**config.mk**
```make
export PLATFORM = sky130hd
export DESIGN_NAME = rtc_clock_core_flat
export DESIGN_NICKNAME = d
export VERILOG_FILES = /design/src/rtl/rtc_clock_core_if.sv /design/src/rtl/rtc_clock_core.sv /design/src/flat_wrapper.sv
export SDC_FILE = /design/constraint.sdc
export NUM_CORES = 1
export LEC_CHECK = 0
export BUFFER_PORTS_ARGS = -buffer_cell sky130_fd_sc_hd__buf_2
export CORE_MARGIN = 2
export CORE_UTILIZATION = 54
export CTS_CLUSTER_SIZE = 10
export DETAILED_ROUTE_END_ITERATION = 16
export PLACE_DENSITY = 0.74
export SLEW_MARGIN = 10
export SYNTH_ARGS = -nofsm -noshare
export SYNTH_HDL_FRONTEND = slang
export SYNTH_SLANG_ARGS = --single-unit
```
**constraint.sdc**
```tcl
create_clock -name i_clk -period 2.68 [get_ports i_clk]
set_input_delay 0.536 -clock i_clk [delete_from_list [all_inputs] [get_ports i_clk]]
set_output_delay 0.536 -clock i_clk [all_outputs]
set_load 0.005 [all_outputs]
```
**src/rtl/rtc_clock_core_if.sv**
```systemverilog
// +----------------------------------------------------------------------------+
// | rtc_clock_core_if : register-write and display bundle of the RTC core       |
// | Revision: 1.0                                                               |
// +----------------------------------------------------------------------------+
`default_nettype none

interface rtc_clock_core_if;
    logic       i_mode24;
    logic       i_wr;
    logic [2:0] i_sel;
    logic [7:0] i_in;
    logic [7:0] o_hh;
    logic [7:0] o_mm;
    logic [7:0] o_ss;
    logic       o_pm;
    logic       o_tick;
    logic       o_alarm;

    modport master (
        output i_mode24, i_wr, i_sel, i_in,
        input  o_hh, o_mm, o_ss, o_pm, o_tick, o_alarm
    );

    modport slave (
        input  i_mode24, i_wr, i_sel, i_in,
        output o_hh, o_mm, o_ss, o_pm, o_tick, o_alarm
    );
endinterface

`default_nettype wire

```
**src/rtl/rtc_clock_core.sv**
```systemverilog
// +----------------------------------------------------------------------------+
// | rtc_clock_core : 1 Hz prescaler, BCD hh:mm:ss, 12h/24h display, one alarm   |
// | Revision: 1.0                                                               |
// +----------------------------------------------------------------------------+
`default_nettype none

module rtc_clock_core #(
    parameter int CLK_HZ   = 12_000_000,
    parameter bit ALARM_EN = 1'b1
) (
    input  wire logic        i_clk,
    input  wire logic        i_reset_n,
    rtc_clock_core_if.slave  bus
);

    localparam int              c_PW       = (CLK_HZ > 1) ? $clog2(CLK_HZ) : 1;
    localparam logic [c_PW-1:0] c_PMAX     = c_PW'(CLK_HZ - 1);
    localparam logic [2:0]      c_SEL_HH   = 3'b000;
    localparam logic [2:0]      c_SEL_MM   = 3'b001;
    localparam logic [2:0]      c_SEL_SS   = 3'b010;
    localparam logic [2:0]      c_SEL_AHH  = 3'b100;
    localparam logic [2:0]      c_SEL_AMM  = 3'b101;
    localparam logic [2:0]      c_SEL_CTRL = 3'b110;

    function automatic logic valid_60(input logic [7:0] v);
        return (v[7:4] <= 4'd5) && (v[3:0] <= 4'd9);
    endfunction

    function automatic logic valid_24(input logic [7:0] v);
        return (v[3:0] <= 4'd9) &&
               ((v[7:4] < 4'd2) || ((v[7:4] == 4'd2) && (v[3:0] <= 4'd3)));
    endfunction

    function automatic logic [7:0] inc_60(input logic [7:0] v);
        if (v[3:0] == 4'd9)
            return (v[7:4] == 4'd5) ? 8'h00 : {v[7:4] + 4'd1, 4'd0};
        return {v[7:4], v[3:0] + 4'd1};
    endfunction

    function automatic logic [7:0] inc_24(input logic [7:0] v);
        if (v == 8'h23)
            return 8'h00;
        if (v[3:0] == 4'd9)
            return {v[7:4] + 4'd1, 4'd0};
        return {v[7:4], v[3:0] + 4'd1};
    endfunction

    // Hour 00 shows as 12 AM; 13..23 are reduced by twelve in BCD.
    function automatic logic [7:0] to_12h(input logic [7:0] h);
        case (h)
            8'h00:                                     return 8'h12;
            8'h13, 8'h14, 8'h15, 8'h16, 8'h17, 8'h18,
            8'h19:                                     return {4'h0, h[3:0] - 4'd2};
            8'h20:                                     return 8'h08;
            8'h21:                                     return 8'h09;
            8'h22:                                     return 8'h10;
            8'h23:                                     return 8'h11;
            default:                                   return h;
        endcase
    endfunction

    logic [c_PW-1:0] r_presc;
    logic [7:0]      r_hh;
    logic [7:0]      r_mm;
    logic [7:0]      r_ss;
    logic [7:0]      r_disp_hh;
    logic [7:0]      r_disp_mm;
    logic [7:0]      r_disp_ss;
    logic            r_disp_pm;
    logic [7:0]      w_hh_nxt;
    logic [7:0]      w_mm_nxt;
    logic [7:0]      w_ss_nxt;
    logic            w_tick;
    logic            w_wr_hh;
    logic            w_wr_mm;
    logic            w_wr_ss;
    logic            w_wr_time;

    assign w_tick    = (r_presc == c_PMAX);
    assign w_wr_hh   = bus.i_wr && (bus.i_sel == c_SEL_HH) && valid_24(bus.i_in);
    assign w_wr_mm   = bus.i_wr && (bus.i_sel == c_SEL_MM) && valid_60(bus.i_in);
    assign w_wr_ss   = bus.i_wr && (bus.i_sel == c_SEL_SS) && valid_60(bus.i_in);
    assign w_wr_time = w_wr_hh || w_wr_mm || w_wr_ss;

    // A valid time write on a tick cycle swallows that second entirely.
    always_comb begin
        w_hh_nxt = r_hh;
        w_mm_nxt = r_mm;
        w_ss_nxt = r_ss;
        if (w_tick && !w_wr_time) begin
            w_ss_nxt = inc_60(r_ss);
            if (r_ss == 8'h59) begin
                w_mm_nxt = inc_60(r_mm);
                if (r_mm == 8'h59)
                    w_hh_nxt = inc_24(r_hh);
            end
        end
        if (w_wr_hh) w_hh_nxt = bus.i_in;
        if (w_wr_mm) w_mm_nxt = bus.i_in;
        if (w_wr_ss) w_ss_nxt = bus.i_in;
    end

    always_ff @(posedge i_clk) begin
        if (!i_reset_n) begin
            r_presc <= '0;
            r_hh    <= 8'h00;
            r_mm    <= 8'h00;
            r_ss    <= 8'h00;
        end else begin
            r_presc <= (w_tick || w_wr_ss) ? '0 : r_presc + c_PW'(1);
            r_hh    <= w_hh_nxt;
            r_mm    <= w_mm_nxt;
            r_ss    <= w_ss_nxt;
        end
    end

    always_ff @(posedge i_clk) begin
        if (!i_reset_n) begin
            r_disp_hh <= 8'h00;
            r_disp_mm <= 8'h00;
            r_disp_ss <= 8'h00;
            r_disp_pm <= 1'b0;
        end else begin
            r_disp_hh <= bus.i_mode24 ? r_hh : to_12h(r_hh);
            r_disp_mm <= r_mm;
            r_disp_ss <= r_ss;
            r_disp_pm <= !bus.i_mode24 && (r_hh >= 8'h12);
        end
    end

    assign bus.o_hh   = r_disp_hh;
    assign bus.o_mm   = r_disp_mm;
    assign bus.o_ss   = r_disp_ss;
    assign bus.o_pm   = r_disp_pm;
    assign bus.o_tick = w_tick;

    generate
        if (ALARM_EN) begin : g_alarm
            logic [7:0] r_alm_hh;
            logic [7:0] r_alm_mm;
            logic       r_alm_en;
            logic       r_alarm;
            logic       w_ctrl_wr;
            logic       w_ack;
            logic       w_set;

            assign w_ctrl_wr = bus.i_wr && (bus.i_sel == c_SEL_CTRL);
            assign w_ack     = w_ctrl_wr && (bus.i_in[1] || !bus.i_in[0]);
            assign w_set     = w_tick && !w_wr_time && r_alm_en &&
                               (w_ss_nxt == 8'h00) &&
                               (w_hh_nxt == r_alm_hh) && (w_mm_nxt == r_alm_mm);

            always_ff @(posedge i_clk) begin
                if (!i_reset_n) begin
                    r_alm_hh <= 8'h00;
                    r_alm_mm <= 8'h00;
                    r_alm_en <= 1'b0;
                    r_alarm  <= 1'b0;
                end else begin
                    if (bus.i_wr && (bus.i_sel == c_SEL_AHH) && valid_24(bus.i_in))
                        r_alm_hh <= bus.i_in;
                    if (bus.i_wr && (bus.i_sel == c_SEL_AMM) && valid_60(bus.i_in))
                        r_alm_mm <= bus.i_in;
                    if (w_ctrl_wr)
                        r_alm_en <= bus.i_in[0];
                    if (w_ack)
                        r_alarm <= 1'b0;
                    else if (w_set)
                        r_alarm <= 1'b1;
                end
            end

            assign bus.o_alarm = r_alarm;
        end else begin : g_no_alarm
            assign bus.o_alarm = 1'b0;
        end
    endgenerate

endmodule

`default_nettype wire

```
**src/flat_wrapper.sv**
```systemverilog
// flat-port wrapper written by rule: the top's interface ports become plain ports
module rtc_clock_core_flat 
#(
    parameter int CLK_HZ   = 12_000_000,
    parameter bit ALARM_EN = 1'b1
)
  (i_clk, i_reset_n, bus_i_mode24, bus_i_wr, bus_i_sel, bus_i_in, bus_o_hh, bus_o_mm, bus_o_ss, bus_o_pm, bus_o_tick, bus_o_alarm);
  rtc_clock_core_if bus_i ();
  input  wire logic i_clk;
  input  wire logic i_reset_n;
  input wire logic [$bits(bus_i.i_mode24)-1:0] bus_i_mode24;
  input wire logic [$bits(bus_i.i_wr)-1:0] bus_i_wr;
  input wire logic [$bits(bus_i.i_sel)-1:0] bus_i_sel;
  input wire logic [$bits(bus_i.i_in)-1:0] bus_i_in;
  output wire logic [$bits(bus_i.o_hh)-1:0] bus_o_hh;
  output wire logic [$bits(bus_i.o_mm)-1:0] bus_o_mm;
  output wire logic [$bits(bus_i.o_ss)-1:0] bus_o_ss;
  output wire logic [$bits(bus_i.o_pm)-1:0] bus_o_pm;
  output wire logic [$bits(bus_i.o_tick)-1:0] bus_o_tick;
  output wire logic [$bits(bus_i.o_alarm)-1:0] bus_o_alarm;
  assign bus_i.i_mode24 = bus_i_mode24;
  assign bus_i.i_wr = bus_i_wr;
  assign bus_i.i_sel = bus_i_sel;
  assign bus_i.i_in = bus_i_in;
  assign bus_o_hh = bus_i.o_hh;
  assign bus_o_mm = bus_i.o_mm;
  assign bus_o_ss = bus_i.o_ss;
  assign bus_o_pm = bus_i.o_pm;
  assign bus_o_tick = bus_i.o_tick;
  assign bus_o_alarm = bus_i.o_alarm;
  rtc_clock_core #(.CLK_HZ(CLK_HZ), .ALARM_EN(ALARM_EN)) u_core (.i_clk(i_clk), .i_reset_n(i_reset_n), .bus(bus_i));
endmodule
```
# Word-level counts from Yosys, hierarchy flattened
# Cells that the tools add are included.
[op_classes]
addsub = 8
n_eq_ne = 27
n_reduce_logical = 35
magnitude_cmp = 5
muxes = 35
bitwise_logic = 1
[op_table]
columns = ["cell", "count"]
rows = [
  ["$mux W8", 20],
  ["$eq A8 B5 Y1 const B", 7],
  ["$pmux W8 S6", 1],
  ["$eq A8 B6 Y1 const B", 4],
  ["$add A24 B1 Y24 const B", 1],
  ["$add A4 B1 Y4 const B", 6],
  ["$eq A24 B24 Y1 const B", 1],
  ["$logic_and A1 B1 Y1", 21],
  ["$eq A8 B7 Y1 const B", 2],
  ["$eq A8 B8 Y1", 2],
  ["$logic_not A8 Y1", 2],
  ["$mux W1", 14],
  ["$eq A4 B4 Y1 const B", 3],
  ["$eq A3 B3 Y1 const B", 3],
  ["$eq A4 B3 Y1 const B", 2],
  ["$ge A8 B5 Y1 const B", 1],
  ["$reduce_or A7 Y1", 1],
  ["$logic_or A1 B1 Y1", 5],
  ["$eq A4 B2 Y1 const B", 1],
  ["$le A4 B2 Y1 const B", 1],
  ["$le A4 B3 Y1 const B", 1],
  ["$le A4 B4 Y1 const B", 1],
  ["$lt A4 B2 Y1 const B", 1],
  ["$reduce_or A2 Y1", 2],
  ["6 further kinds", 8],
]
[word_totals]
register_bits = 91
output_inout_bits = 27
wordCells = 123

# Logic depth before layout (Yosys ltp)
# Gate-level depths: netlist of the first run.
[depth]
ltp_word = 23
ltp_mapped = 12

# Least setup slack after synthesis of the first run
# OpenSTA, ideal clock, no wires.
[synth_path]
path_type = "in2reg"
start = "input bus_i_in[5]"
end = "register u_core.g_alarm.r_alarm (netlist: u_core.bus.o_alarm)"
required_ns = 2.596
slack_ns = -0.015
cell_stages = 12
setup_time_ns = 0.084
arrival_ns = 2.611
n_path_buf = 3
cell_sequence = "buf_4 a21oi_1 nand4_1 and4_1 buf_6 and2_1 clkbuf_2 o41ai_1 a21oi_1 a211oi_1 nand4_1 o31ai_2"
[synth_between]
elab_chain_len = 15
[synth_lines]
columns = ["element", "line_no", "rtl"]
rows = [
  ["start: declaration", "flat_wrapper.sv:14", "input wire logic [$bits(bus_i.i_in)-1:0] bus_i_in;"],
  ["parallel branches: the longest is 14 deep, another holds $lt A4 B2 Y1", "--", ""],
  ["$logic_and A1 B1 Y1 *", "rtc_clock_core.sv:151", "(w_hh_nxt == r_alm_hh) && (w_mm_nxt == r_alm_mm);"],
  ["end signal: assignment", "rtc_clock_core.sv:158", "r_alarm <= 1'b0;"],
  ["end signal: assignment", "rtc_clock_core.sv:167", "r_alarm <= 1'b0;"],
  ["end signal: assignment", "rtc_clock_core.sv:169", "r_alarm <= 1'b1;"],
  ["end: declaration", "rtc_clock_core.sv:142", "logic r_alarm;"],
]
# Mark *: on every way between the ends.
# A chain may end at the register's enable or synchronous reset.

# Final worst setup path of the first run
[layout_path]
start = "register u_core.r_presc[14]"
end = "register u_core.g_alarm.r_alarm (netlist: u_core.bus.o_alarm)"
[layout_between]
elab_chain_len = 8
[layout_lines]
columns = ["element", "line_no", "rtl"]
rows = [
  ["start: declaration", "rtc_clock_core.sv:62", "logic [c_PW-1:0] r_presc;"],
  ["start signal: assignment", "rtc_clock_core.sv:110", "r_presc <= (w_tick || w_wr_ss) ? '0 : r_presc + c_PW'(1);"],
  ["$eq A24 B24 Y1 *", "rtc_clock_core.sv:79", "assign w_tick = (r_presc == c_PMAX);"],
  ["$logic_and A1 B1 Y1 *", "rtc_clock_core.sv:90, rtc_clock_core.sv:149", ""],
  ["$mux W8", "rtc_clock_core.sv:90", "if (w_tick && !w_wr_time) begin"],
  ["$mux W8", "rtc_clock_core.sv:100", "if (w_wr_ss) w_ss_nxt = bus.i_in;"],
  ["$logic_not A8 Y1", "rtc_clock_core.sv:150", "(w_ss_nxt == 8'h00) &&"],
  ["$logic_and A1 B1 Y1", "rtc_clock_core.sv:149", "assign w_set = w_tick && !w_wr_time && r_alm_en &&"],
  ["$logic_and A1 B1 Y1", "rtc_clock_core.sv:150", ""],
  ["$logic_and A1 B1 Y1 *", "rtc_clock_core.sv:151", ""],
]
# Mark *: on every way between the ends. The rest lies on a longest branch, timed or not.

==> reports/qor.csv, run 1 <==
stage;metric;value;unit
cells_and_area;area_growth;27.4;%
floorplan;initial_utilization;55.3;%
yosys;synth_seq_cells;91;
global_route;gr-usage-all-layers;26.2;%
yosys;synth_edf_count;0;
yosys;synth_flop_cell;dfxtp_1;
worst_setup_path;r2r_start;u_core.r_presc[14]$_SDFF_PP0_;
hold_path;hold_path_depth;2;
cells_and_area;drive_gt1_share;30.1;%
yosys;synthSimpleGateAreaFrac;29.1;%
yosys;async_reset_ff_share;0;%
worst_setup_path;reg2reg_slack;0.008;ns
worst_setup_path;worst_ep_arrival_time;2.97;ns
worst_setup_path;worstPathRequired;2.98;ns
pwr;peakVddDrop;264;uV
worst_setup_path;r2r_end;u_core.bus.o_alarm$_SDFFE_PP0P_;
global_route;grt_pass1_vias;4350;
cts;clk_pin_slew_worst_paths;0.09;ns
worst_setup_path;path_class;reg -> reg;
worst_setup_path;cp-end-kind;flip-flop;
cells_and_area;antennaDiodeCount;0;
floorplan;die_y;98.3;um
yosys;synth_compound_gate_area_share;13.1;%
sta;finalSetupViolations;0;
routing;drc;0;
cells_and_area;n_fill_cell;680;
yosys;synth_top_family_by_area;simple AND/OR/NAND/NOR gates;
sta;post-route-min-period;2.67;ns
hold_path;min_path_type;reg -> reg;
yosys;synthAdderAreaFrac;1.82;%
floorplan;die_w;98.3;um
worst_setup_path;crit_fanout;7;
cts;clkLatencyLatePin;0.37;ns
pwr;power_leakage;2.69;nW
sta;hold_violations;0;
cts;cts_root_buf;clkbuf_8;
routing;wire_per_inst;16.4;um
run;maxCapViolations;0;
floorplan;core_area;0.00868;sq mm
hold_path;holdPathEnd;u_core.bus.o_alarm$_SDFFE_PP0P_;
yosys;yosysTopAreaCellShare;37.9;%
floorplan;ios;42;
yosys;muxShareOfSynthArea;3.54;%
routing;postRouteWirelength;13000;um
hold_path;hold_start;u_core.bus.o_alarm$_SDFFE_PP0P_;
routing;drtAntennaViolNets;0;
cts;clock_tree.buffer_depth;2;
routing;vias_per_cell;5.75;
placed_design;dp_hpwl;9120;um
cts;cts_tree;built;
sta;finalMaxSlewViolations;0;
pwr;pwr_density_cell;426;mW/mm^2
global_route;antenna_found_initial;0;
cts;holdBufCountCts;0;
status;status;complete, no violations;
sta;timing.fmax;374;MHz
worst_setup_path;reg2reg_depth;10;
yosys;synthCells;558;
cts;cts_buffers;9;
floorplan;die_area;0.00966;sq mm
cts;cts_max_level;3;
routing;drt_iter0_drc;403;
yosys;yosysTopAreaCell;dfxtp_1;
sta;slew_headroom;62.6;%
cts;cts.sinks;91;
sta;worst_slack;0.00840;ns
sta;hold_ws;0.493;ns
cells_and_area;nets;705;
yosys;yosysUniqueCellTypes;71;
yosys;syn-cell-area;0.00480;sq mm
sta;tightest_slew;0.560;ns
yosys;synth_warnings;0;
global_route;grt_max_degree;28;
global_route;overflow;0;
sta;finClkSkew;0.0111;ns
yosys;synth_xor_xnor_area_share;9.12;%
placed_design;routabilityCongestion;0.928;
routing;vias;4574;
yosys;synth_area_per_cell;8.60;sq um
yosys;syn_nets;580;
sta;post-route-period-util;99.7;%
placed_design;port_buffers;41;
global_route;grt_pass1_wl;20500;um
sta;rsz0062_at_grt;yes;
placed_design;dp_slack;-0.301;ns
floorplan;fp-row-count;34;
yosys;yosysSeqAreaShare;37.9;%
worst_setup_path;cp-start-kind;flip-flop;
yosys;synth_area_leaders;dfxtp_1, nor2_1, xor2_1;
routing;drt-pass1-iter-count;5;
## critical path: stages, from the launching register on
cell and delay [ns]:
dfxtp_2 0.35, nor4b_4 0.29, and4b_2 0.36, and4_4 0.34, buf_6 0.14, nand3_1 0.08
xor2_1 0.22, a21oi_2 0.10, a2111oi_2 0.38, nand4_1 0.15, o31ai_2 0.19
## registers in the layout (all words and copies together) (netlist names)
name                     cells
u_core.g_alarm.r_alm_mm      8
u_core.bus.o_hh              8
u_core.r_hh                  8
u_core.r_presc              24
u_core.r_ss                  8
u_core.bus.o_mm              8
u_core.r_mm                  8
u_core.bus.o_ss              8
u_core.bus.o_alarm           1
u_core.bus.o_pm              1
u_core.g_alarm.r_alm_hh      8
u_core.g_alarm.r_alm_en      1
## cells in the mapped netlist (12+ instances only)
library cell / number
a21oi_1: 24
and2_1: 26
and3_1: 14
clkbuf_1: 12
dfxtp_1: 91
inv_1: 18
mux2i_1: 17
nand2_1: 35
nand3_1: 21
nand4_1: 14
nor2_1: 83
o21ai_0: 15
xnor2_1: 22
xor2_1: 28
## through the flow
stage | total power [mW] | instance area, sq um | instances | util (%) | setup TNS, ns
3_3_place_gp | 1.56 | 5690 | 773 | 65.6 | -0.193
4_1_cts | 2.61 | 5980 | 790 | 68.9 | 0
5_1_grt | 2.69 | 6120 | 796 | 70.5 | -0.0704
6_report | 2.60 | 6120 | 796 | 70.5 | 0
3_5_place_dp | 1.56 | 5690 | 773 | 65.6 | -0.358
2_1_floorplan | 1.49 | 4800 | 558 | - | 0
## layout by cell type (no fill, tap or decap), types with 3 or more instances in the layout
cell / netlist / routed
dfxtp_1: 91 / 87
a31oi_1: 11 / 9
and2_1: 26 / 26
nor2_1: 83 / 82
clkbuf_8: 1 / 10
nor3_1: 7 / 6
nand2_1: 35 / 35
nand2b_1: 7 / 7
xnor2_1: 22 / 21
o2111ai_1: 3 / 3
xor2_1: 28 / 27
nor3b_1: 5 / 4
ha_1: 7 / 7
nand3_1: 21 / 21
nor2b_1: 7 / 7
buf_4: 3 / 101
a211oi_1: 8 / 6
dfxtp_2: 0 / 4
and3_1: 14 / 14
buf_2: 3 / 41
inv_1: 18 / 18
o21ai_0: 15 / 13
and4bb_2: 4 / 4
o31ai_1: 4 / 4
nand4_1: 14 / 14
mux2i_1: 17 / 17
a2111oi_2: 1 / 3
nor4_4: 2 / 3
a21oi_1: 24 / 22
## report_power, final
group	total (mW)	leakage (nW)	switching, mW	internal, mW
clock network	1.06	0.110	0.506	0.556
registers	1.37	0.736	0.00629	1.36
logic	0.172	1.84	0.0990	0.0731
## cell families (layout without fill, tap and decap cells)
| family | after synthesis | count (layout) |
|---|---|---|
| and+or+nand+nor | 252 | 252 |
| muxes | 17 | 17 |
| adders and majority gates | 7 | 7 |
| xor gates and xnor gates | 50 | 50 |
| AOI/OAI and AO/OA | 92 | 92 |
| DFF | 91 | 91 |
| buffers and inverters | 49 | 179 |
## final cells by class
class	count	area, sq um	area share [%]
Multi-Input combinational cell	418	2860	46.8
Sequential cell	91	1830	29.9
Timing Repair Buffer	144	995	16.3
Clock buffer	11	141	2.31
Tap cell	108	135	2.21
Clock inverter	5	85.1	1.39
Inverter	19	71.3	1.17
## layer usage
metal | track usage, % | vias to the layer above | routed length (um)
li1 | - | 2198 | -
met1 | 35.6 | 2156 | 5720
met2 | 41.7 | 187 | 6110
met3 | 4.58 | 33 | 861
met4 | 9.59 | 0 | 334
met5 | 0 | - | 0
## worst max path at each step
| stage | from | endpoint | slack, ns | cells after the start |
|---|---|---|---|---|
| floorplan | bus_i_in[5] | u_core.bus.o_alarm$_SDFFE_PP0P_ | 0.003 | 12 |
| global placement | bus_i_in[6] | u_core.bus.o_alarm$_SDFFE_PP0P_ | -0.19 | 10 |
| detailed placement | bus_i_in[6] | u_core.bus.o_alarm$_SDFFE_PP0P_ | -0.30 | 10 |
| CTS | u_core.r_presc[8]$_SDFF_PP0_ | u_core.bus.o_alarm$_SDFFE_PP0P_ | 0.02 | 9 |
| global route | u_core.r_presc[14]$_SDFF_PP0_ | u_core.bus.o_alarm$_SDFFE_PP0P_ | -0.07 | 9 |
| finish | u_core.r_presc[14]$_SDFF_PP0_ | u_core.bus.o_alarm$_SDFFE_PP0P_ | 0.008 | 10 |
## repair_timing
action | CTS | global route
gates resized for setup | 11 | 24
pin swaps | 2 | 19
endpoints found under the setup margin | 2 | 1
buffers inserted | 1 | 6
Note: power is estimated with default switching activity, not from simulation.
==> inputs of run 2 (changes only) <==
SETUP_SLACK_MARGIN = 0.15   (was unset)
SKIP_LAST_GASP = 1   (was unset)
==> reports/qor.csv, run 2 (synthesis results as in run 1) <==
stage;metric;value;unit;change
status;status;complete, but fails checks;;
status;violations;negative setup slack;;
pwr;power;2.48;mW;-4.7%
cells_and_area;fin_util;71.5;%;+1.0 points
sta;slew_headroom;62.4;%;-0.21 points
routing;wire_per_inst;16.1;um;-1.5%
global_route;grt_pass1_vias;4478;;+2.9%
sta;finClkSkew;0.0107;ns;-0.000354 ns
routing;drc;0;;unchanged
sta;timing.fmax;353;MHz;-5.8%
routing;vias;4600;;+0.57%
placed_design;dp_slack;-0.446;ns;-0.145 ns
floorplan;die_y;98.3;um;unchanged
worst_setup_path;r2r_end;u_core.bus.o_alarm$_SDFFE_PP0P_;;
pwr;pwr_density_cell;400;mW/mm^2;-6.0%
sta;hold_ws;0.499;ns;+0.00579 ns
global_route;grt_pass1_wl;21600;um;+5.2%
cells_and_area;largest_register_ffs;24;;unchanged
hold_path;hold_start;u_core.g_alarm.r_alm_mm[7]$_SDFFE_PN0P_;;
placed_design;port_buffers;41;;unchanged
cells_and_area;drive_gt1_share;31.1;%;+1.0 points
cts;cts.sinks;91;;unchanged
worst_setup_path;worst_ep_arrival_time;3.13;ns;+0.16 ns
worst_setup_path;reg2reg_depth;9;;-1
global_route;overflow;0;;unchanged
pwr;p_sw_share;24.6;%;+1.2 points
cts;cts_buffers;9;;unchanged
cells_and_area;final_cell_mix;buf_4, dfxtp_1, nor2_1;;
placed_design;routabilityCongestion;0.922;;-0.57%
sta;rsz0062_at_grt;yes;;
cts;clkLatencyLatePin;0.37;ns;about the same
worst_setup_path;r2r_start;u_core.r_mm[7]$_SDFF_PN0_;;
cells_and_area;final_common_cell;buf_4;;
floorplan;initial_utilization;55.3;%;unchanged
worst_setup_path;crit_fanout;4;;-3
cells_and_area;largest_register;u_core.r_presc;;
cells_and_area;nets;715;;+1.4%
global_route;antenna_found_initial;0;;unchanged
hold_path;holdPathEnd;u_core.g_alarm.r_alm_mm[7]$_SDFFE_PN0P_;;
hold_path;hold_path_depth;1;;-1
worst_setup_path;reg2reg_slack;-0.16;ns;-0.16 ns
floorplan;core_area;0.00868;sq mm;unchanged
global_route;gr-usage-all-layers;27.5;%;+1.4 points
routing;postRouteWirelength;13000;um;-0.25%
floorplan;die_w;98.3;um;unchanged
cells_and_area;antennaDiodeCount;0;;unchanged
placed_design;dp_hpwl;9220;um;+1.1%
cts;holdBufCountCts;0;;unchanged
routing;vias_per_cell;5.71;;-0.68%
routing;drt_iter0_drc;274;;-32%
sta;worst_slack;-0.156;ns;-0.165 ns
sta;finalSetupViolations;1;;+1
pwr;power.share.clock;37.8;%;-3.0 points
sta;finalMaxSlewViolations;0;;unchanged
cells_and_area;area_growth;29.2;%;
worst_setup_path;cp-end-kind;flip-flop;;
cts;clk_pin_slew_worst_paths;0.09;ns;about the same
pwr;power_leakage;2.74;nW;+1.8%
cts;cts_tree;built;;
pwr;peakVddDrop;254;uV;-3.8%
sta;post-route-min-period;2.84;ns;+0.165 ns
floorplan;fp-row-count;34;;unchanged
run;maxCapViolations;0;;unchanged
pwr;p_int;1.87;mW;-6.1%
pwr;power_frac_seq;55.1;%;+2.5 points
sta;post-route-period-util;106;%;+6.1 points
sta;tightest_slew;0.563;ns;+0.00320 ns
floorplan;ios;42;;unchanged
pwr;p_sw;0.612;mW;about the same
hold_path;min_path_type;reg -> reg;;
global_route;grt_max_degree;28;;unchanged
routing;drt-pass1-iter-count;5;;unchanged
cts;cts_root_buf;clkbuf_8;;
worst_setup_path;worstPathRequired;2.97;ns;about the same
worst_setup_path;cp-start-kind;flip-flop;;
floorplan;die_area;0.00966;sq mm;unchanged
cts;cts_max_level;3;;unchanged
routing;drtAntennaViolNets;0;;unchanged
sta;fin_tns_setup;-0.156;ns;-0.156 ns
worst_setup_path;path_class;reg -> reg;;
cts;clock_tree.buffer_depth;2;;unchanged
sta;hold_violations;0;;unchanged
pwr;pwr-share-comb;7.1;%;+0.5 points
run 2: how the worst max path moves through the flow:
stage,startpoint,to,slack (ns),cells after the start
5_1_grt,u_core.r_presc[13]$_SDFF_PP0_,u_core.bus.o_alarm$_SDFFE_PP0P_,-0.21,10
6_report,u_core.r_mm[7]$_SDFF_PN0_,u_core.bus.o_alarm$_SDFFE_PP0P_,-0.16,9
4_1_cts,u_core.r_presc[13]$_SDFF_PP0_,u_core.bus.o_alarm$_SDFFE_PP0P_,-0.002,10
2_1_floorplan,bus_i_in[2],u_core.bus.o_alarm$_SDFFE_PP0P_,0.1,11
3_3_place_gp,bus_i_in[2],u_core.bus.o_alarm$_SDFFE_PP0P_,-0.17,10
3_5_place_dp,bus_i_in[6],u_core.bus.o_alarm$_SDFFE_PP0P_,-0.45,10
run 2: power groups by stage:
stage	combinational (mW)	sequential (mW)	clock, mW
6_report	0.175	1.37	0.938
5_1_grt	0.189	1.37	1.00
4_1_cts	0.171	1.37	0.950
3_5_place_dp	0.167	1.40	0
3_3_place_gp	0.163	1.40	0
2_1_floorplan	0.0866	1.40	0
run 2: final cells by class:
class | count | area, sq um
Multi-Input combinational cell | 418 | 2900
Timing Repair Buffer | 154 | 1080
Fill cell | 684 | 2470
Inverter | 19 | 71.3
Clock inverter | 6 | 65.1
Clock buffer | 10 | 128
Sequential cell | 91 | 1830
Tap cell | 108 | 135
run 2: worst max-delay path, stage by stage, from the launching register on:
cell	delay (ns)
dfxtp_1	0.32
and4bb_1	0.37
and4bb_2	0.35
o311a_1	0.18
o2111ai_1	0.14
a2111oi_2	0.45
o2111ai_4	0.19
a211oi_2	0.32
nand4_1	0.18
o31ai_2	0.24
run 2: what timing repair did:
action                     in CTS  in global routing
pin swaps                      18                  8
buffers inserted               12                  0
setup endpoints to repair       1                  2
cloned                          0                  0
gates resized for setup        27                 11
run 2: per-layer routing:
| layer | vias to the layer above | GRT usage [%] | routed length, um |
|---|---|---|---|
| met1 | 2184 | 37.3 | 5790 |
| met5 | - | 0 | 0 |
| met4 | 0 | 9.91 | 308 |
| li1 | 2220 | - | - |
| met3 | 31 | 5.44 | 708 |
| met2 | 165 | 43.8 | 6180 |
run 2: through the flow:
| step | cell area (sq um) | instances |
|---|---|---|
| after floorplan | 4830 | 558 |
| after global placement | 5750 | 778 |
| after detailed placement | 5750 | 778 |
| after CTS | 6150 | 806 |
| after global routing | 6200 | 806 |
| final | 6200 | 806 |
==> inputs of run 3 (changes only) <==
ABC_AREA = 0   (was unset)
CORE_UTILIZATION = 35   (was 54)
PLACE_DENSITY = 0.51   (was 0.74)
==> reports/qor.csv, run 3 (synthesis results as in run 1) <==
stage;metric;value;unit;change
routing;drtAntennaViolNets;0;;unchanged
global_route;antenna_found_initial;0;;unchanged
cts;cts_tree;built;;
sta;hold_ws;0.496;ns;-0.00294 ns
worst_setup_path;worstPathRequired;2.95;ns;-0.02 ns
cts;clk_pin_slew_worst_paths;0.06;ns;-0.03 ns
sta;timing.fmax;382;MHz;+8.2%
global_route;grt_max_degree;37;;+32%
cells_and_area;largest_register_ffs;24;;unchanged
sta;rsz0062_at_grt;yes;;
status;status;complete, no violations;;
cells_and_area;antennaDiodeCount;0;;unchanged
cts;clock_tree.buffer_depth;2;;unchanged
cts;holdBufCountCts;0;;unchanged
sta;finalMaxSlewViolations;0;;unchanged
cts;clkLatencyLatePin;0.35;ns;-0.02 ns
sta;worst_slack;0.0590;ns;+0.215 ns
floorplan;die_y;121;um;+23%
placed_design;dp_hpwl;9740;um;+5.7%
placed_design;dp_slack;-0.320;ns;+0.126 ns
routing;postRouteWirelength;13000;um;+0.26%
worst_setup_path;path_class;reg -> reg;;
routing;drt_iter0_drc;337;;+23%
worst_setup_path;cp-start-kind;flip-flop;;
pwr;power_leakage;2.74;nW;+0.17%
routing;vias;4417;;-4.0%
cts;cts_buffers;9;;unchanged
sta;finalSetupViolations;0;;-1
global_route;gr-usage-all-layers;18.9;%;-8.6 points
floorplan;ios;42;;unchanged
hold_path;min_path_type;reg -> reg;;
placed_design;port_buffers;41;;unchanged
cells_and_area;area_growth;31.9;%;
cells_and_area;stdcell_count;872;;+8.2%
routing;drt-pass1-iter-count;4;;-1
pwr;power;2.72;mW;+9.7%
global_route;overflow;0;;unchanged
worst_setup_path;worst_ep_arrival_time;2.89;ns;-0.24 ns
floorplan;core_area;0.0133;sq mm;+53%
cts;cts.sinks;91;;unchanged
pwr;peakVddDrop;303;uV;+19%
cells_and_area;drive_gt1_share;30.6;%;-0.49 points
floorplan;fp-row-count;42;;+24%
cells_and_area;final_common_cell;buf_4;;
pwr;pwr_density_cell;430;mW/mm^2;+7.5%
floorplan;die_area;0.0147;sq mm;+52%
sta;post-route-period-util;97.8;%;-8.0 points
routing;vias_per_cell;5.07;;-11%
cells_and_area;n_fill_cell;1304;;+91%
floorplan;die_w;121;um;+23%
run;maxCapViolations;0;;unchanged
cells_and_area;nets;716;;+0.14%
cts;cts_max_level;3;;unchanged
worst_setup_path;cp-end-kind;flip-flop;;
global_route;grt_pass1_vias;4354;;-2.8%
sta;hold_violations;0;;unchanged
cts;cts_root_buf;clkbuf_16;;
sta;slew_headroom;64.2;%;+1.8 points
sta;post-route-min-period;2.62;ns;-0.215 ns
routing;wire_per_inst;14.9;um;-7.3%
sta;finClkSkew;0.00734;ns;-0.00336 ns
global_route;grt_pass1_wl;21800;um;+0.89%
worst_setup_path;crit_fanout;3;;-1
floorplan;initial_utilization;36.1;%;-19 points
placed_design;routabilityCongestion;0.894;;-3.0%
routing;drc;0;;unchanged
placed_design;place_inst;856;;+10%
cells_and_area;largest_register;u_core.r_presc;;
cells_and_area;final_cell_mix;buf_4, dfxtp_1, nor2_1;;
sta;tightest_slew;0.536;ns;-0.0269 ns
-- run 3: stage by stage --
step | setup TNS [ns] | area [sq um] | util, %
global placement | -0.292 | 5930 | 44.6
finish | 0 | 6330 | 47.6
floorplan | 0 | 4830 | -
CTS | 0 | 6290 | 47.3
global route | -0.0913 | 6330 | 47.6
detailed placement | -0.320 | 5930 | 44.6
-- run 3: critical path: stages, from the launching register on --
cell	delay [ns]
dfxtp_1	0.32
or4b_4	0.54
nor4_4	0.32
nand4_4	0.18
o31ai_4	0.28
or2_2	0.16
o2111ai_1	0.13
a211oi_2	0.29
nand4_1	0.14
o31ai_2	0.18
-- run 3: cell type report --
class	instances	area, sq um	area share (%)
well taps	176	220	3.48
repair buffers	155	1090	17.2
clock inverters	2	15.0	0.237
clock buffers	11	243	3.83
inverters	19	71.3	1.13
flip-flops and latches	91	1820	28.8
multi-input cells	418	2870	45.3
-- run 3: final timing paths --
path	from	to	slack [ns]	cells after the start
setup / recovery	u_core.r_presc[10]$_SDFF_PP0_	u_core.bus.o_alarm$_SDFFE_PP0P_	0.06	9
hold reg to reg	u_core.g_alarm.r_alm_hh[6]$_SDFFE_PN0P_	u_core.g_alarm.r_alm_hh[6]$_SDFFE_PN0P_	0.50	1
setup reg to reg	u_core.r_presc[10]$_SDFF_PP0_	u_core.bus.o_alarm$_SDFFE_PP0P_	0.06	9
hold / removal	u_core.g_alarm.r_alm_hh[6]$_SDFFE_PN0P_	u_core.g_alarm.r_alm_hh[6]$_SDFFE_PN0P_	0.50	1
-- run 3: what timing repair did --
item	in CTS	in global routing
resized for setup	22	5
setup buffers	1	2
endpoints found under the hold margin	0	0
endpoints found under the setup margin	2	1
pin swaps	14	5
-- run 3: per-layer routing --
| metal | routed length, um | GRT usage (%) |
|---|---|---|
| met5 | 0 | 0 |
| met4 | 257 | 7.41 |
| met3 | 582 | 3.81 |
| met2 | 6020 | 29.8 |
| met1 | 6160 | 25.4 |
-- run 3: where the power goes --
part           internal, mW  total, mW  switching (mW)
clock network         0.639       1.17           0.532
registers              1.36       1.37         0.00586
logic                0.0802      0.182           0.102
total                  2.08       2.72           0.639
